<file path="src/rtl/arbiter_8x3_round_robin.sv">
// Eight-requester round-robin arbiter with a two-state grant FSM and a bounded hold time.
// All outputs are registered; a forced release after MAX_HOLD cycles raises a one-cycle timeout pulse.
module arbiter_8x3_round_robin #(
    parameter int MAX_HOLD = 15
) (
    input  logic       clk,
    input  logic       rst_n,
    input  logic [7:0] req,
    input  logic       done,
    output logic [7:0] gnt,
    output logic [2:0] gnt_idx,
    output logic       gnt_valid,
    output logic       timeout
);

    typedef enum logic {
        IDLE,
        GRANT
    } state_t;

    state_t      state, state_nxt;
    logic [2:0]  ptr, ptr_nxt;
    logic [7:0]  hold_cnt, hold_cnt_nxt;
    logic [7:0]  gnt_nxt;
    logic [2:0]  gnt_idx_nxt;
    logic        gnt_valid_nxt;
    logic        timeout_nxt;
    logic        user_release;
    logic        hold_limit;
    logic [2:0]  winner;

    localparam logic [7:0] HOLD_LAST = 8'(MAX_HOLD - 1);

    // Scan from the highest offset down so the last hit is the one nearest ptr.
    function automatic logic [2:0] find_winner(input logic [7:0] r, input logic [2:0] p);
        logic [2:0] win;
        logic [2:0] idx;
        win = 3'd0;
        for (int off = 7; off >= 0; off--) begin
            idx = p + 3'(off);
            if (r[idx]) begin
                win = idx;
            end
        end
        return win;
    endfunction

    assign winner       = find_winner(req, ptr);
    assign user_release = done || !req[gnt_idx];
    assign hold_limit   = (hold_cnt == HOLD_LAST);

    always_comb begin
        state_nxt     = state;
        ptr_nxt       = ptr;
        hold_cnt_nxt  = hold_cnt;
        gnt_nxt       = gnt;
        gnt_idx_nxt   = gnt_idx;
        gnt_valid_nxt = gnt_valid;
        timeout_nxt   = 1'b0;
        case (state)
            IDLE: begin
                if (req != 8'h00) begin
                    state_nxt     = GRANT;
                    hold_cnt_nxt  = 8'd0;
                    gnt_nxt       = 8'd1 << winner;
                    gnt_idx_nxt   = winner;
                    gnt_valid_nxt = 1'b1;
                end
            end
            GRANT: begin
                if (user_release || hold_limit) begin
                    state_nxt     = IDLE;
                    ptr_nxt       = gnt_idx + 3'd1;
                    hold_cnt_nxt  = 8'd0;
                    gnt_nxt       = 8'h00;
                    gnt_idx_nxt   = 3'd0;
                    gnt_valid_nxt = 1'b0;
                    // Only a release caused purely by the hold limit counts as a timeout.
                    timeout_nxt   = !user_release;
                end else begin
                    hold_cnt_nxt = hold_cnt + 8'd1;
                end
            end
            default: begin
                state_nxt = IDLE;
            end
        endcase
    end

    always_ff @(posedge clk) begin
        if (!rst_n) begin
            state     <= IDLE;
            ptr       <= 3'd0;
            hold_cnt  <= 8'd0;
            gnt       <= 8'h00;
            gnt_idx   <= 3'd0;
            gnt_valid <= 1'b0;
            timeout   <= 1'b0;
        end else begin
            state     <= state_nxt;
            ptr       <= ptr_nxt;
            hold_cnt  <= hold_cnt_nxt;
            gnt       <= gnt_nxt;
            gnt_idx   <= gnt_idx_nxt;
            gnt_valid <= gnt_valid_nxt;
            timeout   <= timeout_nxt;
        end
    end

endmodule

</file>
<file path="config.mk">
export PLATFORM = sky130hd
export DESIGN_NAME = arbiter_8x3_round_robin
export DESIGN_NICKNAME = d
export VERILOG_FILES = /design/src/rtl/arbiter_8x3_round_robin.sv
export SDC_FILE = /design/constraint.sdc
export NUM_CORES = 1
export LEC_CHECK = 0
export CAP_MARGIN = 10
export CORE_MARGIN = 2
export CORE_UTILIZATION = 43
export DETAILED_ROUTE_END_ITERATION = 7
export PLACE_DENSITY = 0.63
export SLEW_MARGIN = 30
export SYNTH_ARGS = -nofsm -noshare
export SYNTH_HDL_FRONTEND = slang
export SYNTH_SLANG_ARGS = --single-unit
export TNS_END_PERCENT = 10
</file>
<file path="constraint.sdc">
create_clock -name clk -period 3.9 [get_ports clk]
set_input_delay 0.585 -clock clk [delete_from_list [all_inputs] [get_ports clk]]
set_output_delay 0.585 -clock clk [all_outputs]
set_load 0.01 [all_outputs]
</file>
# --- Word level (Yosys, flattened, before mapping) ---
# Cells that the tools add are included.
totals:
  register_bits: 25
  in_bits: 11
  out_inout_bits: 13
  word_cells: 79
op_classes:
  addsub: 9
  order_cmp: 9
  n_eq_ne: 3
  n_shift: 1
  mux: 41
  bitwise: 1
  n_reduce_logical: 8
op_table:
  columns: ["operator", "n"]
  rows:
  - ["less-than comparator 3 x 4 -> 1 bit, second input constant", 9]
  - ["two-way mux 8 bit", 4]
  - ["one-hot mux 8 bit (2 select lines)", 2]
  - ["two-way mux 3 bit", 10]
  - ["binary-select mux 1 bit (select 3 bit)", 9]
  - ["two-way mux 1 bit", 13]
  - ["adder 3 bit, second input constant", 4]
  - ["adder 8 x 1 -> 8 bit, second input constant", 1]
  - ["== test 8 x 4 -> 1 bit, second input constant", 1]
  - ["nonzero test 8 bit", 1]
  - ["left shift 1 x 3 -> 8 bit, first input constant", 1]
  - ["adder 3 x 1 -> 3 bit, second input constant", 2]
  - ["adder 3 x 2 -> 3 bit, second input constant", 2]
  - ["one-hot mux 3 bit (2 select lines)", 1]
  - ["one-hot mux 1 bit (2 select lines)", 2]
  - ["AND reduction 2 bit", 2]
  - ["AND reduction 3 bit", 1]
  - ["logical NOT 1 bit", 2]
  - ["logical OR 1 bit", 2]
  - ["!= test 2 x 1 -> 1 bit, second input constant", 1]
  - ["!= test 2 bit, second input constant", 1]
  - ["NOT 1 bit", 1]

# --- Longest topological paths before layout ---
logic_depth:
  ltp_word: 14
  depth_mapped: 11
  depth_no_buf: 9

# --- Worst setup path after synthesis ---
# OpenSTA, ideal clock, no wires.
synth_timing:
  kind: "register to register"
  startpoint: "register ptr[1]"
  endpoint: "register gnt[4]"
  setup_time_ns: 0.117
  arrival_time_ns: 2.673
  t_required_ns: 3.783
  path_slack_ns: 1.110
  stages_incl_launch_ff: 12
  n_path_buf: 2
  synth_period_minus_slack_ns: 2.790
  cell_sequence: "dfxtp_1 buf_2 inv_1 ha_1 buf_4 mux4_2 mux2_2 nor2b_4 o21ai_0 a311oi_2 nor3_1 a32o_1"
synth_via:
  elab_chain_len: 14
  word_cells_on_any_way: 34
  cone_classes: "7 x add/sub; 1 x shift; 26 x mux"
synth_rtl:
  columns: ["element", "line", "text"]
  rows:
  - ["from (decl)", "22", "logic [2:0] ptr, ptr_nxt;"]
  - ["from (signal assigned)", "101", "ptr <= ptr_nxt;"]
  - ["adder 3 bit", "40", "idx = p + 3'(off);"]
  - ["binary-select mux 1 bit (select 3 bit)", "41", "if (r[idx]) begin"]
  - ["two-way mux 1 bit (implied by the code)", "41", null]
  - ["two-way mux 3 bit (7 in a row)", "41", null]
  - ["two-way mux 3 bit *", "41", null]
  - ["left shift 1 x 3 -> 8 bit *", "65", "gnt_nxt = 8'd1 << winner;"]
  - ["two-way mux 8 bit *", "62", "if (req != 8'h00) begin"]
  - ["one-hot mux 8 bit (2 select lines) *", "60", "case (state)"]
  - ["to (signal assigned)", "103", "gnt <= gnt_nxt;"]
  - ["to (decl)", "10", "output logic [7:0] gnt,"]
# Mark *: on every way between the ends. The rest lies on a longest branch, timed or not. The select of a mux whose other input is x is not followed.
# A chain may end at the register's enable or synchronous reset.

# --- Worst setup path in the final report ---
layout_timing:
  startpoint: "input req[4]"
  endpoint: "register gnt[6]"
layout_via:
  elab_chain_len: 13
  word_cells_on_any_way: 36
  cone_classes: "2 x eq/ne; 1 x shift; 28 x mux; 5 x reduce/logical"
layout_rtl:
  columns: ["element", "line", "text"]
  rows:
  - ["from (decl)", "8", "input logic [7:0] req,"]
  - ["binary-select mux 1 bit (select 3 bit)", "41", null]
  - ["two-way mux 1 bit (implied by the code)", "41", null]
  - ["two-way mux 3 bit (8 in a row)", "41", null]
  - ["left shift 1 x 3 -> 8 bit", "65", null]
  - ["two-way mux 8 bit", "62", null]
  - ["one-hot mux 8 bit (2 select lines)", "60", null]
# Parallel ways exist; a longest one is shown, timed or not. The select of a mux whose other input is x is not followed.

==> load_flow_metrics.sql <==
INSERT INTO impl_metrics (metric_group, metric, value, unit) VALUES
('synthesis', 'yosys_most_used_dff', 'sky130_fd_sc_hd__dfxtp_1', ''),
('critical_path', 'arrival_worst_endpoint', '3.15', 'ns'),
('sta', 'timing.final.setup_violations', '0', ''),
('final_layout', 'drive_above_1_share', '17.6', '%'),
('synthesis', 'synth.yosys.seq_area_share', '26.3', '%'),
('synthesis', 'yosysUniqueCellTypes', '59', ''),
('clock_tree', 'cts_tree', 'done', ''),
('global_routing', 'vias_in_the_first_global_route', '1622', ''),
('critical_path', 'crit_buf_inv', '1', ''),
('clock_tree', 'h-tree-depth', '1', ''),
('sta', 'worst_pin_slew', '0.750', 'ns'),
('routing', 'viasPerCell', '6.14', ''),
('power', 'leakage', '0.788', 'nW'),
('synthesis', 'cell_types_with_the_largest_area_share_after_synthesis', 'sky130_fd_sc_hd__dfxtp_1, sky130_fd_sc_hd__mux4_2, sky130_fd_sc_hd__a21oi_1, sky130_fd_sc_hd__a32o_1, sky130_fd_sc_hd__mux4_1', ''),
('clock_tree', 'clock-sinks', '25', ''),
('sta', 'fmaxAchievable', '335', 'MHz'),
('global_routing', 'groute.usage.overall', '18.6', '%'),
('critical_path', 'cp.required', '4.07', 'ns'),
('critical_path', 'crit_cells', '8', ''),
('synthesis', 'syn_area', '1900', 'µm²'),
('sta', 'slew_headroom', '50.0', '%'),
('critical_path', 'worstRegToRegCells', '9', ''),
('synthesis', 'asyncSetResetFlopFracSynth', '0', '%'),
('power', 'power.density_cell_area', '367', 'nW/µm²'),
('sta', 'rsz_0062_raised_after_global_routing', 'no', ''),
('final_layout', 'multi_input_area', '1320', 'µm²'),
('routing', 'drt_drc_violations_left', '0', ''),
('clock_tree', 'cts_buffers', '3', ''),
('synthesis', 'number_of_synthesized_register_bits', '25', ''),
('synthesis', 'post-synth-top-count-cell', 'sky130_fd_sc_hd__dfxtp_1', ''),
('floorplan', 'starting_density_of_the_core', '44.3', '%'),
('sta', 'finalCritPeriodShare', '76.5', '%'),
('floorplan', 'die_h', '70.5', 'µm'),
('critical_path', 'critical_path.cell_chain', 'clkdlybuf4s50_1 -> mux4_1 -> mux2i_4 -> nor2b_4 -> o21ai_1 -> a311oi_2 -> nor3_1 -> a32o_1', ''),
('synthesis', 'syn_inst', '195', ''),
('synthesis', 'synth-edff-count', '0', ''),
('routing', 'final_antenna_net_count', '0', ''),
('global_routing', 'gr-total-overflow', '0', ''),
('sta', 'slew_viol_final', '0', ''),
('final_layout', 'final_design_area_no_fill', '2210', 'µm²'),
('critical_path', 'critical-path-max-stage-delay', '0.70', 'ns'),
('outcome', 'run_status', 'complete, no violations', ''),
('routing', 'drtIter0Drc', '176', ''),
('synthesis', 'synth_top_cells_by_count', 'sky130_fd_sc_hd__dfxtp_1, sky130_fd_sc_hd__nor2_1, sky130_fd_sc_hd__a21oi_1', ''),
('clock_tree', 'cts_hold_buf', '0', ''),
('final_layout', 'fillerInstances', '400', ''),
('sta', 'fin_worst_skew', '0.00380', 'ns'),
('floorplan', 'design.die.area', '4970', 'µm²'),
('clock_tree', 'cts_buffer_depth', '2', ''),
('critical_path', 'start_kind', 'input pin', ''),
('critical_path', 'timing.setup.critical_path_class', 'in -> reg', ''),
('sta', 'final.min_clock_period', '2.98', 'ns'),
('placement', 'dp_hpwl', '3440', 'µm'),
('power', 'irDropWorstVdd', '0.000202', 'V'),
('final_layout', 'final_nets', '233', ''),
('placement', 'numPortBuffers', '23', ''),
('synthesis', 'yosys_warnings', '0', ''),
('placement', 'place.gp.congestion', '0.892', ''),
('routing', 'routed-via-count', '1646', ''),
('floorplan', 'fp.coreArea', '4290', 'µm²'),
('routing', 'routed_wire_length_per_instance', '16.8', 'µm'),
('synthesis', 'syn_area_per_cell', '9.75', 'µm²'),
('clock_tree', 'cts-root-buf', 'sky130_fd_sc_hd__clkbuf_8', ''),
('clock_tree', 'cts_resized', '0', ''),
('floorplan', 'floorplan.io_pins', '24', ''),
('synthesis', 'postSynthNetCount', '211', ''),
('floorplan', 'die_width', '70.5', 'µm'),
('floorplan', 'num_rows', '24', ''),
('sta', 'final_hold_viol_count', '0', ''),
('critical_path', 'critPathMaxFanout', '7', ''),
('clock_tree', 'worst_setup_hold_path_clk_slew', '0.09', 'ns');
==> sequential cells by signal, summed over array words and instances (netlist names) <==
register	flops
gnt_valid	1
state	1
timeout	1
gnt_idx	3
gnt	8
hold_cnt	8
ptr	3
==> layout by cell type, fill, tap and decap left out, types with 3 or more instances in the layout <==
cell type / Yosys / final
sky130_fd_sc_hd__a21oi_1: 16 / 16
sky130_fd_sc_hd__a22oi_1: 6 / 6
sky130_fd_sc_hd__a32o_1: 8 / 8
sky130_fd_sc_hd__and3_1: 3 / 3
sky130_fd_sc_hd__clkbuf_8: 0 / 3
sky130_fd_sc_hd__clkdlybuf4s50_1: 0 / 23
sky130_fd_sc_hd__dfxtp_1: 25 / 25
sky130_fd_sc_hd__ha_1: 5 / 5
sky130_fd_sc_hd__inv_1: 8 / 8
sky130_fd_sc_hd__mux2_2: 4 / 4
sky130_fd_sc_hd__mux2i_1: 5 / 5
sky130_fd_sc_hd__mux4_1: 3 / 3
sky130_fd_sc_hd__mux4_2: 8 / 8
sky130_fd_sc_hd__nand2_1: 12 / 12
sky130_fd_sc_hd__nand3_1: 5 / 5
sky130_fd_sc_hd__nor2_1: 18 / 18
sky130_fd_sc_hd__nor3_1: 3 / 3
sky130_fd_sc_hd__nor4_1: 4 / 4
sky130_fd_sc_hd__o21ai_0: 6 / 6
sky130_fd_sc_hd__xor2_1: 4 / 4
==> through the flow <==
step	std cells	worst slack, ns	power (mW)	util, %	hold WS, ns
2_1_floorplan	195	1.11	0.564	-	0.458
3_3_place_gp	264	0.710	0.650	50.3	0.456
3_5_place_dp	264	0.647	0.657	50.3	0.457
4_1_cts	268	0.923	0.813	51.4	0.476
5_1_grt	268	0.752	0.860	51.4	0.486
6_report	268	0.916	0.810	51.4	0.473
==> report_power, final <==
| group | internal (mW) | switching [mW] | total (mW) |
|---|---|---|---|
| Combinational | 0.168 | 0.197 | 0.366 |
| Clock | 0.0716 | 0.0856 | 0.157 |
| Sequential | 0.272 | 0.0155 | 0.287 |
| Total | 0.512 | 0.299 | 0.810 |
==> area by class of cell <==
cell class / count / area share (%)
Multi-Input combinational cell: 154 / 59.8
Sequential cell: 25 / 22.7
Timing Repair Buffer: 25 / 11.1
Tap cell: 52 / 2.95
Clock buffer: 3 / 1.87
Inverter: 8 / 1.36
Clock inverter: 1 / 0.227
==> kinds of logic (layout without fill, tap and decap cells) <==
logic type	Yosys count	after routing	synth area share [%]
xor+xnor	6	6	2.76
fa+ha+maj	5	5	3.29
mux	23	23	21.7
compound gates	59	59	23.5
flops	25	25	26.3
simple gates	61	61	18.2
buf+inv	16	37	4.28
==> layer usage <==
metal | GRT usage, % | vias up | share of wire (%)
met5 | 0 | - | 0
met4 | 5.77 | 0 | 1.8
met3 | 2.31 | 6 | 2.7
met2 | 33.3 | 31 | 52
met1 | 23.2 | 806 | 44
li1 | - | 803 | -
==> worst paths after layout <==
path / start / endpoint / slack [ns]
worst max register to register: ptr[0] / gnt[6] / 0.99
worst max-delay path: req[4] / gnt[6] / 0.92
worst min-delay path: gnt[7] / gnt[7] / 0.47
worst min register to register: gnt[7] / gnt[7] / 0.47
No activity file was read; power rests on OpenSTA's default activity.
